File: src/rtl/dmem_access_unit.sv
// Load/store initiator for the dmem data memory: one byte/half/word request at a time,
// sub-word stores done as read-modify-write, every memory-side pin driven straight from a flop.
module dmem_access_unit #(
    parameter int unsigned ADDR_W = 9
) (
    input  logic              clk,
    input  logic              reset,
    input  logic              req_valid,
    output logic              req_ready,
    input  logic              req_write,
    input  logic [1:0]        req_size,
    input  logic              req_unsigned,
    input  logic [31:0]       req_addr,
    input  logic [31:0]       req_wdata,
    output logic              resp_valid,
    input  logic              resp_ready,
    output logic [31:0]       resp_rdata,
    output logic              resp_err,
    output logic [ADDR_W-1:0] readAddress,
    output logic [ADDR_W-1:0] writeAddress,
    output logic [31:0]       writeData,
    output logic              MemRead,
    output logic              MemWrite,
    input  logic [31:0]       readData
);

    typedef enum logic [1:0] {IDLE, READ, WRITE, RESP} stateT;

    localparam logic [1:0] SZ_BYTE = 2'b00;
    localparam logic [1:0] SZ_HALF = 2'b01;
    localparam logic [1:0] SZ_WORD = 2'b10;

    stateT             state, stateNext;
    logic              curWrite, writeNext;
    logic [1:0]        curSize, sizeNext;
    logic              curUnsigned, unsNext;
    logic [ADDR_W+1:0] curAddr, addrNext;
    logic [15:0]       curWdata, wdataNext;
    logic              memReadNext, memWriteNext;
    logic [ADDR_W-1:0] readAddressNext, writeAddressNext;
    logic [31:0]       writeDataNext;
    logic              respValidNext, respErrNext;
    logic [31:0]       respRdataNext;
    logic              reqErr;

    function automatic logic [31:0] extendLane(input logic [31:0] word, input logic [1:0] size,
                                               input logic [1:0] lane, input logic isUnsigned);
        logic [7:0]  b;
        logic [15:0] h;
        logic [31:0] r;
        b = word[{lane, 3'b000} +: 8];
        h = word[{lane[1], 4'b0000} +: 16];
        case (size)
            SZ_BYTE: r = {{24{~isUnsigned & b[7]}}, b};
            SZ_HALF: r = {{16{~isUnsigned & h[15]}}, h};
            default: r = word;
        endcase
        return r;
    endfunction

    function automatic logic [31:0] mergeLane(input logic [31:0] word, input logic [1:0] size,
                                              input logic [1:0] lane, input logic [15:0] wdata);
        logic [31:0] r;
        r = word;
        if (size == SZ_BYTE) r[{lane, 3'b000} +: 8] = wdata[7:0];
        else                 r[{lane[1], 4'b0000} +: 16] = wdata;
        return r;
    endfunction

    assign reqErr = (req_size == 2'b11)
                 || (req_size == SZ_HALF && req_addr[0])
                 || (req_size == SZ_WORD && req_addr[1:0] != 2'b00)
                 || (req_addr[31:ADDR_W+2] != '0);

    // State is held at IDLE during reset, so reset must be masked here explicitly.
    assign req_ready = (state == IDLE) && !reset;

    always_comb begin
        stateNext        = state;
        writeNext        = curWrite;
        sizeNext         = curSize;
        unsNext          = curUnsigned;
        addrNext         = curAddr;
        wdataNext        = curWdata;
        memReadNext      = 1'b0;
        memWriteNext     = 1'b0;
        readAddressNext  = readAddress;
        writeAddressNext = writeAddress;
        writeDataNext    = writeData;
        respValidNext    = resp_valid;
        respErrNext      = resp_err;
        respRdataNext    = resp_rdata;
        case (state)
            IDLE: begin
                if (req_valid) begin
                    writeNext = req_write;
                    sizeNext  = req_size;
                    unsNext   = req_unsigned;
                    addrNext  = req_addr[ADDR_W+1:0];
                    wdataNext = req_wdata[15:0];
                    if (reqErr) begin
                        stateNext     = RESP;
                        respValidNext = 1'b1;
                        respErrNext   = 1'b1;
                        respRdataNext = '0;
                    end else if (req_write && req_size == SZ_WORD) begin
                        stateNext        = WRITE;
                        memWriteNext     = 1'b1;
                        writeAddressNext = req_addr[ADDR_W+1:2];
                        writeDataNext    = req_wdata;
                    end else begin
                        stateNext       = READ;
                        memReadNext     = 1'b1;
                        readAddressNext = req_addr[ADDR_W+1:2];
                    end
                end
            end
            READ: begin
                if (curWrite) begin
                    stateNext        = WRITE;
                    memWriteNext     = 1'b1;
                    writeAddressNext = curAddr[ADDR_W+1:2];
                    writeDataNext    = mergeLane(readData, curSize, curAddr[1:0], curWdata);
                end else begin
                    stateNext     = RESP;
                    respValidNext = 1'b1;
                    respErrNext   = 1'b0;
                    respRdataNext = extendLane(readData, curSize, curAddr[1:0], curUnsigned);
                end
            end
            WRITE: begin
                stateNext     = RESP;
                respValidNext = 1'b1;
                respErrNext   = 1'b0;
                respRdataNext = '0;
            end
            RESP: begin
                if (resp_ready) begin
                    stateNext     = IDLE;
                    respValidNext = 1'b0;
                end
            end
            default: stateNext = IDLE;
        endcase
    end

    always_ff @(posedge clk or posedge reset) begin
        if (reset) begin
            state        <= IDLE;
            curWrite     <= 1'b0;
            curSize      <= '0;
            curUnsigned  <= 1'b0;
            curAddr      <= '0;
            curWdata     <= '0;
            MemRead      <= 1'b0;
            MemWrite     <= 1'b0;
            readAddress  <= '0;
            writeAddress <= '0;
            writeData    <= '0;
            resp_valid   <= 1'b0;
            resp_err     <= 1'b0;
            resp_rdata   <= '0;
        end else begin
            state        <= stateNext;
            curWrite     <= writeNext;
            curSize      <= sizeNext;
            curUnsigned  <= unsNext;
            curAddr      <= addrNext;
            curWdata     <= wdataNext;
            MemRead      <= memReadNext;
            MemWrite     <= memWriteNext;
            readAddress  <= readAddressNext;
            writeAddress <= writeAddressNext;
            writeData    <= writeDataNext;
            resp_valid   <= respValidNext;
            resp_err     <= respErrNext;
            resp_rdata   <= respRdataNext;
        end
    end

endmodule

File: config.mk
export PLATFORM = sky130hd
export DESIGN_NAME = dmem_access_unit
export DESIGN_NICKNAME = d
export VERILOG_FILES = /design/src/rtl/dmem_access_unit.sv
export SDC_FILE = /design/constraint.sdc
export NUM_CORES = 1
export LEC_CHECK = 0
export CAP_MARGIN = 40
export CORE_ASPECT_RATIO = 1.4
export CORE_MARGIN = 2
export CORE_UTILIZATION = 50
export CTS_BUF_LIST = sky130_fd_sc_hd__clkbuf_4
export DETAILED_ROUTE_END_ITERATION = 8
export GPL_ROUTABILITY_DRIVEN = 0
export GPL_TIMING_DRIVEN = 0
export PLACE_DENSITY = 0.87
export REMOVE_ABC_BUFFERS = 1
export SETUP_SLACK_MARGIN = 0.02
export SLEW_MARGIN = 20
export SYNTH_ARGS = -nofsm -noshare
export SYNTH_HDL_FRONTEND = slang
export SYNTH_SLANG_ARGS = --single-unit
File: constraint.sdc
create_clock -name clk -period 6 [get_ports clk]
set_input_delay 1.8 -clock clk [delete_from_list [all_inputs] [get_ports clk]]
set_output_delay 1.8 -clock clk [all_outputs]
set_load 0.01 [all_outputs]
# ---- Word level (Yosys, flattened, before mapping)
# Index checks and enable logic that the tools add are counted.
dict set report word_totals {
  input_bits 104
  output_inout_bits 87
  reg_bits 119
  wordCells 101
  memories 0
  romBits 0
  mem_bits_rw 0
  latch_bits 0
}
dict set report op_classes {
  addsub 2
  n_div 0
  mux 40
  n_mul 0
  reduce_logical 20
  magnitude_cmp 0
  bitwise 5
  n_shift 6
  eq_ne 14
}
# cell count
set ops {}
lappend ops {{$mux W32} 8}
lappend ops {{$pmux W32 S2} 2}
lappend ops {{$pmux W32 S3} 1}
lappend ops {{$bwmux W32} 2}
lappend ops {{$mux W9} 4}
lappend ops {{$shift A16 B7 Y32 const A} 1}
lappend ops {{$shift A8 B7 Y32 const A} 1}
lappend ops {{$shiftx A16 B7 Y32} 1}
lappend ops {{$shiftx A32 B6 Y16} 1}
lappend ops {{$shiftx A32 B6 Y8} 1}
lappend ops {{$shiftx A8 B7 Y32} 1}
lappend ops {{$reduce_bool A21 Y1} 1}
lappend ops {{$pmux W9 S2} 1}
lappend ops {{$mux W1} 14}
lappend ops {{$neg A5 Y7} 2}
lappend ops {{$ne A2 B2 Y1 const B} 6}
lappend ops {{$reduce_and A4 Y1} 3}
lappend ops {{$eq A2 B2 Y1 const B} 4}
lappend ops {{$mux W2} 4}
lappend ops {{$pmux W2 S4} 1}
lappend ops {{$eq A2 B1 Y1 const B} 3}
lappend ops {{$reduce_and A5 Y1} 1}
lappend ops {{$logic_and A1 B1 Y1} 4}
lappend ops {{$logic_not A2 Y1} 2}
lappend ops {{other kinds (11)} 18}

# ---- Longest topological paths before layout
# Gate-level depths: netlist (run 1).
dict set report depth {
  depth_word 8
  mapped_depth 8
  ltp_nobuf 7
}

# ---- Worst setup path before layout (run 1)
# Ideal clock, no wire load.
dict set report synth_timing {
  kind {input-to-output}
  startpoint {input reset}
  endpoint {output req_ready}
  required_ns 4.200
  cell_stages 1
  t_arrival_ns 1.957
  path_buffers 0
  path_slack_ns 2.243
  path_cell_list {nor2_1}
}
dict set report synth_via {
  elab_chain_cells 2
}
# item line
set synth_rtl {}
lappend synth_rtl {{start, declared} 7} ;# input logic reset,
lappend synth_rtl {{$logic_not A1 Y1 (no line)} n/a}
lappend synth_rtl {{$logic_and A1 B1 Y1} 76} ;# assign req_ready = (state == IDLE) && !reset;
lappend synth_rtl {{end, declared} 9} ;# output logic req_ready,
# No other way between the ends.

# ---- Final worst setup path (run 1)
# Ends and elaborated chain as after synthesis.

==> impl_results.md, run 1 <==
* R2r startpoint: curAddr[1]
* Setup ws final at ~1.2 ns
* Most frequent cell after synthesis: dfrtp_1
* Synth area leaders: dfrtp_1 45%, mux2_2 11%, mux2_4 9.0%
* Critical Path AT at 2.98 ns
* Count of final setup violators at 0
* Worst path buffer plus inverter count at 2
* Mapped cell area at about 6700 um^2
* Post-synthesis compound-gate area fraction at 17.5%
* Seq cells post-synth at around 120
* Total Die Area at roughly 14,000 um^2
* Die width at 102 um
* Remaining DRCs at 0
* Initial DRC count at between 200 and 300
* DR vias at between 5,000 and 6,000
* Clock Path Buffers at 2
* Ys flop type: dfrtp_1
* Count of cell types in the netlist at 46
* Post-route setup TNS at 0 ns
* TritonCTS buffer count at 17
* Top cell by count, worst path: clkdlybuf4s50_1
* Post-layout power at about 0.0047 W
* Post-synthesis mux area share at a little under a quarter
* Hold path endpoint: resp_rdata[7]
* Cts repair resizes at 0
* Worst setup EP type: primary output
* Max frequency at 209 MHz
* Hold Buf Count CTS at 0
* Slew @ Worst Pin at 0.790 ns
* Total gr overflow at 0
* Clk Latency, worst-skew pair at around 0.52 ns
* Most common library cells after synthesis: 119 x dfrtp_1, 66 x mux2_2, 40 x mux2_4
* Slew HR at between 40% and 50%
* Detailed placement HPWL at between 10,000 and 15,000 um
* Via density at between 5 and 6
* H-tree depth at 4
* Number of post-CTS setup repair buffers at 0
* Fin area at 9120 um^2
* RSZ-0062 raised after global routing: no
* Crit start category: primary input
* Share of the synthesized area in the top cell type at 44.7%
* Final period util at between 70% and 80%
* Hold WS at approximately 0.50 ns
* Vias in the first global route at about 6,000
* Die Y at approximately 140 um
* Critical path's top delay family: buffers and inverters
* Gr usage total at between 20% and 30%
* Wirelength per Cell at between 20 and 25 um
* Async set-reset flop share out of synthesis at 100%
* DRT Wirelength at around 20,000 um
* Ratio of cells with drive above 1 in the final layout at between 20% and 30%
* CP max-delay cell: clkdlybuf4s50_1
* Max Cap Viol at 0
* Largest family of logic cells by synthesized area: multiplexers
* Placed inst area at between 8000 and 9000 um^2
* Pwr per Cell Area at ~520 nW/um^2
* Yosys warnings at 0
* Initial antenna violation count at 0
* Pre-CTS WS at approximately 1.2 ns
* First-pass GRT wire length at approximately 31,000 um
* Final max-slew violation count at 0
* Sequential-to-total area share from yosys stat at 44.7%
* Post-synth EDFFs at 0
* HP Class: register to register
* Initial Util at approximately half
* Routed Antenna Nets at 0
* Lkg Pwr at about 4 nW
* # diodes at 0
* Filler instances at ~940
* Crit Path Category: primary input to primary output
* Core box area at 12,900 um^2
* Largest net degree at the start of global routing at 64
* Status: finished, final reports clean
* Final net count at between 800 and 900
* Port bufs at 190
* Critical-path maximum fanout at 2
* I/O pin cnt at roughly 190
* CTS tree: done
* Root Driver: clkbuf_4
* VDD IR-drop max at 0.220 mV
* Final Hold Fails at 0
* Worst hold path stage count at 1
* Hold path start: resp_rdata[7]
* Post-synth top area cell: dfrtp_1
* Reg-to-reg endpoint: writeData[16]
* Syn-to-layout area delta at 36.9%
* Mean post-synth cell area at roughly 11 um^2
* Synth Area in Adders at around 1.9%
* Max incr delay on CP at between 0.5 and 0.6 ns
* Pre-Repair DR Iteration Count at 5
* Minimum clock period at ~4.8 ns
* Row Count at 49
* Clock-pin slew on the worst setup and hold paths at 0.10 ns
* Synth Area in XOR/XNOR at 0%
* Crit path required time at about 4.2 ns
* Clock Sinks at 119
* R2R Setup Slk at 2.71 ns
* Worst Skew at a little under 0.03 ns
* Synth Area in Simple Gates at 7.58%
* Gate Count Post-Synth at 583
* Worst Reg2Reg Path Length in Cells at 7
* Crit-path cells: clkdlybuf4s50_1 -> nor2_1 -> clkdlybuf4s50_1
per-stage QoR:
| stage | utilization (%) | std cells |
|---|---|---|
| 5_1_grt | 70.5 | 957 |
| 6_report | 70.5 | 957 |
| 3_3_place_gp | 66.5 | 913 |
| 2_1_floorplan | - | 545 |
| 3_5_place_dp | 68.1 | 923 |
| 4_1_cts | 70.4 | 955 |
worst register-to-register path, cell delays in order, from the launching register on:
cell and delay (ns):
dfrtp_2 0.89, inv_1 0.57, ha_1 0.51, nand3b_1 0.11, o21ai_1 0.59, a22oi_1 0.22, a21oi_1 0.21, mux2_4 0.16
cell families after synthesis:
family / count (synthesis)
AOI/OAI and AO/OA: 161
muxes: 128
adders and majority gates: 10
DFF: 119
buffers and inverters: 74
and+or+nand+nor: 91
sequential cells by signal, indices dropped and copies added (netlist names):
name          flops
resp_err          1
curAddr          11
readAddress       9
MemWrite          1
writeAddress      9
curSize           2
MemRead           1
curUnsigned       1
writeData        32
curWrite          1
curWdata         16
resp_rdata       32
state             2
resp_valid        1
worst max-delay path by stage:
stage                            to  slack, ns  startpoint  cells after the start
floorplan           writeAddress[7]       0.93   req_valid                      4
global placement    writeAddress[7]      -0.68   req_valid                      5
detailed placement        req_ready       1.23       reset                      3
CTS                       req_ready       1.22       reset                      3
global route              req_ready       1.17       reset                      3
finish                    req_ready       1.22       reset                      3
cell usage in the layout, fill, tap and decap left out, types with 3 or more instances in the layout:
master / count
dfrtp_1: 117
mux2_2: 66
o221ai_1: 7
clkinvlp_4: 4
bufinv_16: 3
o21ai_0: 28
mux2_1: 3
nand2b_1: 19
nor3_1: 4
clkbuf_4: 18
nor4_2: 6
inv_1: 34
nor2_1: 26
a21boi_0: 6
mux2i_1: 19
inv_6: 3
o31a_1: 6
clkdlybuf4s50_1: 190
a22oi_1: 22
clkinv_1: 3
a22o_1: 22
buf_16: 3
nand2_1: 18
ha_1: 9
nor2b_1: 4
mux2_4: 40
o22ai_1: 19
clkinv_4: 3
a221oi_1: 18
nand3b_1: 3
a21oi_1: 20
report_power, final:
part / total [W] / internal, W / switching, W
registers: 0.00151 / 0.00115 / 0.000365
logic: 0.00258 / 0.00140 / 0.00117
clock network: 0.000615 / 0.000289 / 0.000326
layout make-up:
type	instances	area [um^2]	share of cell area (%)
clock buffers	17	128	1.40
clock inverters	15	176	1.93
inverters	36	140	1.54
multi-input cells	390	3400	37.2
flip-flops and latches	119	2980	32.7
well taps	178	223	2.44
repair buffers	202	2080	22.8
layer usage:
layer  wire length [um]  share of wire, %  track usage [%]
met4                860               4.4             14.1
met1               7220                37             31.1
met2              10200                52             48.1
met3               1210               6.2             7.14
met5                  0                 0                0
Note: power is estimated with default switching activity, not from simulation.
==> inputs of run 2 (changes only) <==
CORE_UTILIZATION = 45   (was 50)
PLACE_DENSITY = 0.83   (was 0.87)
clock period = 4.3 ns   (was 6 ns; I/O delays follow)
==> run 2 against run 1 <==
Sequential power up 40%. Combinational power up 40%. Sequential cell count unchanged. Via count up 1.3%. Total power up 42%. Final cell count up 1.3%. Global-route usage down 2.5 points. Core utilization down 7.0 points. Routed wire length up 2.0%. Clock-buffer cell count up 1. Setup slack worse by 0.65 ns. Highest routed layer unchanged.
==> impl_results.md, run 2 (synthesized netlist as in run 1, its figures left out) <==
* Status: finished, final reports clean
* Met1 Wirelength at 7560 um (+4.8%)
* Non-filler cells, final at 969 (+1.3%)
* Pre-CTS WS at 0.270 ns (-0.964 ns)
* Via density at 5.84 (about the same)
* H-tree depth at 4 (unchanged)
* CTS tree: done
* Setup ws final at 0.578 ns (-0.646 ns)
* Worst Skew at 0.0177 ns (-0.0114 ns)
* Filler instances at 1,188 (+27%)
* Slew HR at 44.4% (-3.0 points)
* Clock Sinks at 119 (unchanged)
* Core box area at 14,400 um^2 (+12%)
* Initial antenna violation count at 0 (unchanged)
* Initial Util at 46.1% (-5.4 points)
* Highest metal used: met4
* Number of post-CTS setup repair buffers at 0 (unchanged)
* Critical path's top delay family: buffers and inverters
* Minimum clock period at 3.72 ns
* Met2 wire len at 10,100 um (-0.84%)
* Remaining DRCs at 0 (unchanged)
* Critical Path AT at 2.43 ns (-0.55 ns)
* Row Count at 52 (+6.1%)
* Slew @ Worst Pin at 0.834 ns (+0.0439 ns)
* Wire length on met3 at 1310 um (+8.7%)
* Crit start category: primary input
* Critical-path maximum fanout at 2 (unchanged)
* Pwr per Cell Area at 727 nW/um^2 (+41%)
* I/O pin cnt at 191 (unchanged)
* Syn-to-layout area delta at 37.5%
* RSZ-0062 raised after global routing: no
* First-pass GRT wire length at 31,100 um (+0.67%)
* Post-route setup TNS at 0 ns (unchanged)
* Total gr overflow at 0 (unchanged)
* Placed inst area at 8820 um^2 (+0.14%)
* Hold WS at 0.501 ns (-0.000442 ns)
* Gr usage total at 25.4% (-2.5 points)
* Die width at 107 um (+5.2%)
* Worst path buffer plus inverter count at 2 (unchanged)
* Lkg Pwr at 4.00 nW (+0.77%)
* HP Class: register to register
* Worst setup EP type: primary output
* Vias in the first global route at 5,925 (-1.9%)
* Port bufs at 190 (unchanged)
* Crit Path Category: primary input to primary output
* Fin area at 9170 um^2 (+0.49%)
* Cts repair resizes at 0 (unchanged)
* VDD IR-drop max at 0.336 mV (+52%)
* Count of final setup violators at 0 (unchanged)
* Initial DRC count at 349 (+37%)
* Pre-Repair DR Iteration Count at 5 (unchanged)
* Top flop regs: resp_rdata x32, writeData x32, curWdata x16
* Largest net degree at the start of global routing at 78 (+22%)
* Die Y at 148 um (+5.3%)
* Clk Latency, worst-skew pair at 0.53 ns (about the same)
* Root Driver: clkbuf_4
* Final net count at 881 (+0.11%)
* Clock-pin slew on the worst setup and hold paths at 0.11 ns (about the same)
* DRT Wirelength at 19,900 um (+2.0%)
* Max Cap Viol at 0 (unchanged)
* Wirelength per Cell at 20.5 um (+0.71%)
* Ratio of cells with drive above 1 in the final layout at 21.9% (+0.23 points)
* Most frequent cells in the layout: 190 x clkdlybuf4s50_1, 117 x dfrtp_1, 66 x mux2_2, 40 x mux2_4, 34 x inv_1
* Final period util at 86.6%
* # diodes at 0 (unchanged)
* Crit-path cells: clkdlybuf4s50_1 -> nor2_1 -> clkdlybuf4s50_1
* Final Hold Fails at 0 (unchanged)
* Clock Path Buffers at 2 (unchanged)
* Top cell by count, worst path: clkdlybuf4s50_1
* Routed Antenna Nets at 0 (unchanged)
* DR vias at 5,659 (+1.3%)
* Detailed placement HPWL at 14,200 um (-0.80%)
* Max frequency at 269 MHz
* Final max-slew violation count at 0 (unchanged)
* Placed cell count at 935 (+1.3%)
* Total Die Area at 15,800 um^2 (+11%)
* TritonCTS buffer count at 17 (unchanged)
* Max incr delay on CP at 0.54 ns (about the same)
* Hold Buf Count CTS at 0 (unchanged)
* Commonest non-fill, non-tap cell in the layout: clkdlybuf4s50_1
* Crit path required time at 3.01 ns (-1.19 ns)
* CP max-delay cell: clkdlybuf4s50_1
## run 2: cell count changes in the layout (fill, tap and decap cells not counted), sizes merged
cell      change
clkinvlp      -4
clkbuf        +2
clkinv        +2
bufinv        +1
## run 2: routing by layer
metal / up-vias / track usage (%)
li1: 2536 / -
met1: 2802 / 29.3
met2: 272 / 43.7
met3: 49 / 5.86
met4: 0 / 12.8
met5: - / 0
## run 2: cell type report
| cell class | instances | area [um^2] | area share [%] |
|---|---|---|---|
| multi-input combinational | 390 | 3400 | 37.0 |
| sequential | 119 | 2980 | 32.5 |
| clock inverter | 14 | 199 | 2.17 |
| timing repair buffer | 203 | 2080 | 22.7 |
| clock buffer | 18 | 135 | 1.47 |
| inverter | 36 | 140 | 1.53 |
| tap | 189 | 236 | 2.58 |
## run 2: final timing paths
kind                               start        endpoint  slack (ns)  cells after the start
setup / recovery                   reset       req_ready        0.58                      3
hold / removal             resp_rdata[8]   resp_rdata[8]        0.50                      1
setup reg to reg              curAddr[1]   writeData[16]        0.96                      7
hold reg to reg            resp_rdata[8]   resp_rdata[8]        0.50                      1
max in group asynchronous          reset  resp_rdata[11]        2.41                      3
min in group asynchronous          reset        resp_err        1.16                      2
## run 2: stage by stage
step	util [%]	power [W]
3_5_place_dp	61.1	0.00570
5_1_grt	63.5	0.00705
2_1_floorplan	-	0.00415
6_report	63.5	0.00667
3_3_place_gp	59.7	0.00550
4_1_cts	63.4	0.00666
## run 2: worst reg2reg max path: stages, from the launching register on
cell      delay, ns
dfrtp_2        0.89
inv_1          0.58
ha_1           0.52
nand3b_1       0.10
o21ai_1        0.63
a22oi_1        0.23
a21oi_1        0.19
mux2_4         0.16
## run 2: power breakdown
part	total [W]	leakage, nW	internal, W	switching (W)
registers	0.00211	1.49	0.00160	0.000506
logic	0.00362	2.33	0.00196	0.00165
clock network	0.000944	0.179	0.000474	0.000469
total	0.00667	4.00	0.00404	0.00263
==> inputs of run 3 (changes only) <==
CAP_MARGIN = 10   (was 40)
CELL_PAD_IN_SITES_DETAIL_PLACEMENT = 1   (was unset)
CELL_PAD_IN_SITES_GLOBAL_PLACEMENT = 2   (was unset)
CORE_UTILIZATION = 28   (was 45)
PLACE_DENSITY = 0.82   (was 0.83)
==> run 3 against run 2 <==
Worst hold slack gained 0.0040 ns. Clock power shrank 1%. Core utilization shrank 23 points. Total power grew 1.1%. Setup slack lost 0.059 ns. Critical path depth is the same. Via count shrank 3.7%. Largest power group unchanged. Register-to-register slack gained 0.09 ns. Fmax shrank 1.6%. First-iteration DRC count shrank 41%. Sequential share of layout area shrank 0.66 points. Final cell count grew 12%. Highest routed layer unchanged.
==> impl_results.md, run 3 (synthesized netlist as in run 1, its figures left out) <==
* Clock share of power at 13.9% (-0.3 points)
* VDD IR-drop max at 0.288 mV (-14%)
* RSZ-0062 raised after global routing: no
* Non-filler cells, final at 1,086 (+12%)
* Slew @ Worst Pin at 1.00 ns (+0.167 ns)
* Row Count at 66 (+27%)
* Root Driver: clkbuf_4
* Seq pwr share at 30.1% (-1.5 points)
* Crit-path cells: clkdlybuf4s50_1 -> nor2_1 -> clkdlybuf4s50_1
* Crit start category: primary input
* Critical-path maximum fanout at 2 (unchanged)
* Remaining DRCs at 0 (unchanged)
* Number of post-CTS setup repair buffers at 0 (unchanged)
* TritonCTS buffer count at 17 (unchanged)
* Ratio of cells with drive above 1 in the final layout at 21.9% (-0.072 points)
* Comb power frac at 56.0% (+1.8 points)
* DRT Wirelength at 22,300 um (+12%)
* Clock Sinks at 119 (unchanged)
* Pwr per Cell Area at 720 nW/um^2 (-0.96%)
* Cts repair resizes at 0 (unchanged)
* Gr usage total at 18.6% (-6.7 points)
* Crit path required time at 3.01 ns (about the same)
* Hold WS at 0.505 ns (+0.00404 ns)
* Status: finished, final reports clean
* Die width at 134 um (+26%)
* I/O pin cnt at 191 (unchanged)
* Worst path buffer plus inverter count at 2 (unchanged)
* Die Y at 187 um (+26%)
* Most frequent cells in the layout: 190 x clkdlybuf4s50_1, 117 x dfrtp_1, 66 x mux2_2, 40 x mux2_4, 34 x inv_1
* Worst Skew at 0.0185 ns (+0.000843 ns)
* Filler instances at 2,545 (+110%)
* Slew HR at 33.1% (-11 points)
* Lkg Pwr at 3.99 nW (-0.19%)
* Clock Path Buffers at 2 (unchanged)
* Top cell by count, worst path: clkdlybuf4s50_1
* Syn-to-layout area delta at 40.4%
* Initial DRC count at 206 (-41%)
* Worst setup EP type: primary output
* Total Die Area at 25,100 um^2 (+59%)
* Placed cell count at 1,052 (+13%)
* Post-route setup TNS at 0 ns (unchanged)
* Pre-Repair DR Iteration Count at 4 (-1)
* Clock-pin slew on the worst setup and hold paths at 0.12 ns (about the same)
* Via density at 5.02 (-14%)
* Pre-CTS WS at 0.446 ns (+0.176 ns)
* Final period util at 87.9% (+1.4 points)
* Psw at 0.00268 W (+2.2%)
* CTS tree: done
* Critical path's top delay family: buffers and inverters
* Crit Path Category: primary input to primary output
* Hold Buf Count CTS at 0 (unchanged)
* Core box area at 23,300 um^2 (+61%)
* Sw Share at 39.8% (+0.42 points)
* Final max-slew violation count at 0 (unchanged)
* Commonest non-fill, non-tap cell in the layout: clkdlybuf4s50_1
* H-tree depth at 4 (unchanged)
* Clk Latency, worst-skew pair at 0.58 ns (+0.05 ns)
* Detailed placement HPWL at 16,200 um (+14%)
* Largest net degree at the start of global routing at 93 (+19%)
* Vias in the first global route at 6,072 (+2.5%)
* Max Cap Viol at 0 (unchanged)
* HP Class: register to register
* Initial antenna violation count at 2 (+2)
* Routed Antenna Nets at 0 (unchanged)
* Count of final setup violators at 0 (unchanged)
* Minimum clock period at 3.78 ns (+0.0594 ns)
* Critical Path AT at 2.49 ns (+0.06 ns)
* Total gr overflow at 0 (unchanged)
* CP max-delay cell: clkdlybuf4s50_1
* Cell-internal power at 0.00405 W (+0.37%)
* Top flop regs: resp_rdata x32, writeData x32, curWdata x16
* Max frequency at 264 MHz (-1.6%)
* DR vias at 5,447 (-3.7%)
* Final net count at 879 (-0.23%)
* First-pass GRT wire length at 35,500 um (+14%)
* Final Hold Fails at 0 (unchanged)
* Initial Util at 28.6% (-18 points)
* Finished Core Util at 40.2% (-23 points)
* Max incr delay on CP at 0.56 ns (+0.02 ns)
* Port bufs at 190 (unchanged)
* Wirelength per Cell at 20.6 um (+0.23%)
* Setup ws final at 0.518 ns (-0.0594 ns)
## run 3: worst reg2reg max path: cells and delay by family, from the launching register on
family	cells	cell delay, ns
AOI/OAI and AO/OA	3	1.17
adders and majority gates	1	0.40
buffers and inverters	2	0.74
DFF	1	0.55
muxes	1	0.17
and+or+nand+nor	1	0.17
## run 3: worst paths after layout
| path | start | to | slack, ns | cells past startpoint |
|---|---|---|---|---|
| max in group asynchronous | reset | resp_rdata[10] | 2.44 | 3 |
| worst max-delay path | reset | req_ready | 0.52 | 3 |
| min in group asynchronous | reset | writeData[22] | 1.08 | 2 |
| worst min register to register | resp_rdata[15] | resp_rdata[15] | 0.51 | 1 |
| worst min-delay path | resp_rdata[15] | resp_rdata[15] | 0.51 | 1 |
| worst max register to register | curAddr[1] | writeData[3] | 1.05 | 8 |
## run 3: final cells by class
type	count	area [um^2]	share of cell area, %
well taps	306	383	4.09
multi-input cells	390	3410	36.5
flip-flops and latches	119	2980	31.9
clock buffers	17	128	1.36
repair buffers	201	2120	22.6
inverters	36	143	1.52
clock inverters	15	185	1.98
diodes	2	5.00	0.0535
## run 3: power groups by stage
| stage | Sequential (W) | Clock, W | Combinational, W |
|---|---|---|---|
| floorplan | 0.00211 | 0 | 0.00204 |
| global placement | 0.00212 | 0 | 0.00357 |
| detailed placement | 0.00206 | 0 | 0.00382 |
| CTS | 0.00204 | 0.000966 | 0.00384 |
| global route | 0.00210 | 0.00101 | 0.00410 |
| finish | 0.00203 | 0.000934 | 0.00377 |
## run 3: routing by layer
metal	global-route usage [%]	up-vias	share of wire (%)
met4	6.56	0	2.3
met5	0	-	0
li1	-	2523	-
met3	5.00	29	5.3
met1	21.3	2737	40
met2	33.1	158	53
## run 3: stage by stage
step	total power [W]	instance area, um^2
4_1_cts	0.00684	9350
2_1_floorplan	0.00415	6480
5_1_grt	0.00722	9360
6_report	0.00674	9360
3_3_place_gp	0.00569	8760
3_5_place_dp	0.00588	9030
==> variant: new RTL, settings of run 1 <==
Encoding of `stateT`: now one-hot (4 bits for 4 states).
--- a/src/rtl/dmem_access_unit.sv
+++ b/src/rtl/dmem_access_unit.sv
@@ -25,5 +25,5 @@
 );
 
-    typedef enum logic [1:0] {IDLE, READ, WRITE, RESP} stateT;
+    typedef enum logic [3:0] {IDLE = 4'b0001, READ = 4'b0010, WRITE = 4'b0100, RESP = 4'b1000} stateT;
 
     localparam logic [1:0] SZ_BYTE = 2'b00;
Behaviour: same outputs for any inputs over 4 cycles, from zero or initial values and one cycle with reset high; so few cycles prove little.
==> variant against run 1 <==
  * Sequential share of layout area rose by 0.89 points
  * Area after synthesis decreased by 1.7%
  * Sequential cell count grew 2
  * Global-route usage rose by 2.4 points
  * Critical path depth unchanged
  * Cell area fell by 1.0%
  * Setup slack worse by 90 ps
  * Critical path type unchanged
  * Wire length up 6.7%
Power is not compared: it rests on default switching activity, and its combinational part moved more than twofold at a synthesized area within 25%.
==> variant: results (changes against run 1) <==
Async SR Flop Fraction: 100.0% (unchanged)
clk slew on worst S/H paths: 120 ps (was 100 ps)
Final Hold Viols: 0 (unchanged)
hpwl dp: 14.94 mm (was 14.35 mm)
top post-synthesis cells by area: dfrtp_1 (46%), mux2_4 (8.7%), nand2_1 (7.7%) (was dfrtp_1 (45%), mux2_2 (11%), mux2_4 (9.0%))
library cells used by synthesis: 54 (was 46)
Post-Synthesis Cells: 642 (was 583)
area of placed instances: 0.008648 sq mm (was 0.008806 sq mm)
cell count of the worst reg-to-reg path: 8 (was 7)
total number of vias: 6029 (was 5589)
reg2reg end: writeData[11] (was writeData[16])
total track usage: 30.25% (was 27.83%)
CP max FO: 2 (unchanged)
Antenna diodes: 0 (unchanged)
Port-buffer cells: 190 (unchanged)
nets: 933 (was 880)
Initial DRC Count: 506 (was 254)
Warnings, synthesis: 0 (unchanged)
cell count after placement: 956 (was 923)
DR WL/cell: 21.01 microns (was 20.38 microns)
R2R Setup Slk: 2630 ps (was 2710 ps)
HP Start: curAddr[4] (was resp_rdata[7])
clk_skew: 26.48 ps (was 29.05 ps)
Seq/Total Area, Yosys: 46.25% (was 44.68%)
drt via density: 6.090 (was 5.840)
share of layout cells above drive strength 1: 16.49% (was 21.69%)
Max VDD drop: 0.0001813 V
maximum buffer depth of the clock tree: 2 (unchanged)
postcts setup bufs: 0 (unchanged)
Clock Latency Late Sink: 540 ps (was 520 ps)
PostCTS Resize Cnt: 0 (unchanged)
Post-Synth Adder-Cell Area: 0.9551% (was 1.877%)
H-tree levels: 4 (unchanged)
number of global-route vias before repair: 6197 (was 6037)
P_leak: 4.131 nW
fillers: 929 (was 937)
drt first pass iters: 5 (unchanged)
Post-synth top cells: nand2_1 (135), dfrtp_1 (120), o21ai_0 (57), nor2_1 (41), mux2_4 (38) (was dfrtp_1 (119), mux2_2 (66), mux2_4 (40), inv_1 (35), o21ai_0 (28))
status: finished clean (unchanged)
initial antenna violation count: 0 (unchanged)
hold worst-path end: curAddr[4] (was resp_rdata[7])
Final Setup Violations: 0 (unchanged)
Root Buffer: clkbuf_4 (unchanged)
WP data arrival: 3070 ps (was 2980 ps)
first-pass GRT wire length: 32.89 mm (was 30.85 mm)
Compound-Gate Fraction of Synth Area: 17.36% (was 17.50%)
actual slew at the worst max-slew pin: 826.3 ps (was 789.8 ps)
CTS Buf Count: 17 (unchanged)
xor-xnor portion of the synthesized cell area: 0% (unchanged)
post-synthesis mux area share: 15.42% (was 23.52%)
largest net degree at the start of global routing: 63 (was 64)
FF-to-FF Start: curAddr[1] (unchanged)
Min-Delay Path Depth: 2 (was 1)
Hold WC Path Type: flip-flop to flip-flop (unchanged)
[variant: worst max path at each step]
stage / start / to / slack (ps) / cells after the start
after floorplan: req_valid / writeAddress[0] / 850 / 4
after CTS: reset / req_ready / 1140 / 3
after global routing: reset / req_ready / 1050 / 3
after global placement: req_valid / writeData[0] / -1380 / 5
final: reset / req_ready / 1130 / 3
after detailed placement: reset / req_ready / 1160 / 3
[variant: area by class of cell]
type                       instances  area (sq um)  area share [%]
clock inverter                    15         224.0           2.480
inverter                          19         76.32          0.8452
multi-input combinational        463          3248           35.97
clock buffer                      17         127.6           1.413
tap                              153         191.4           2.120
timing repair buffer             202          2132           23.61
sequential                       121          3030           33.56
[variant: logic make-up after synthesis]
| logic type | Yosys count |
|---|---|
| buffers and inverters | 58 |
| muxes | 77 |
| adders and majority gates | 5 |
| and+or+nand+nor | 228 |
| AOI/OAI and AO/OA | 153 |
| DFF | 121 |
[variant: per-layer routing]
layer  GRT usage [%]  vias up  part of all wire (%)
met5               0        -                     0
met4           16.22        0                   5.6
met3           6.680       86                   8.1
met2           50.53      390                    50
met1           35.79     2890                    37
li1                -     2663                     -
[variant: worst max-delay path: stages]
cell and delay [ps]:
clkdlybuf4s50_1 480, nor3_1 220, clkdlybuf4s50_1 570
[variant: stage by stage]
stage | hold WS, ps | setup slack, ps | setup TNS, ps
after floorplan | 445.5 | 845.5 | 0
after global placement | 457.5 | -1384 | -133450
after detailed placement | 463.2 | 1158 | 0
after CTS | 493.6 | 1140 | 0
after global routing | 504.0 | 1054 | 0
final | 491.3 | 1134 | 0
[variant: where the power goes]
group | internal (mW) | total, mW | leakage, nW | switching (mW)
logic | 0.401 | 0.984 | 2.32 | 0.583
registers | 0.924 | 1.10 | 1.63 | 0.179
clock network | 0.375 | 0.718 | 0.181 | 0.344
total | 1.70 | 2.81 | 4.13 | 1.11
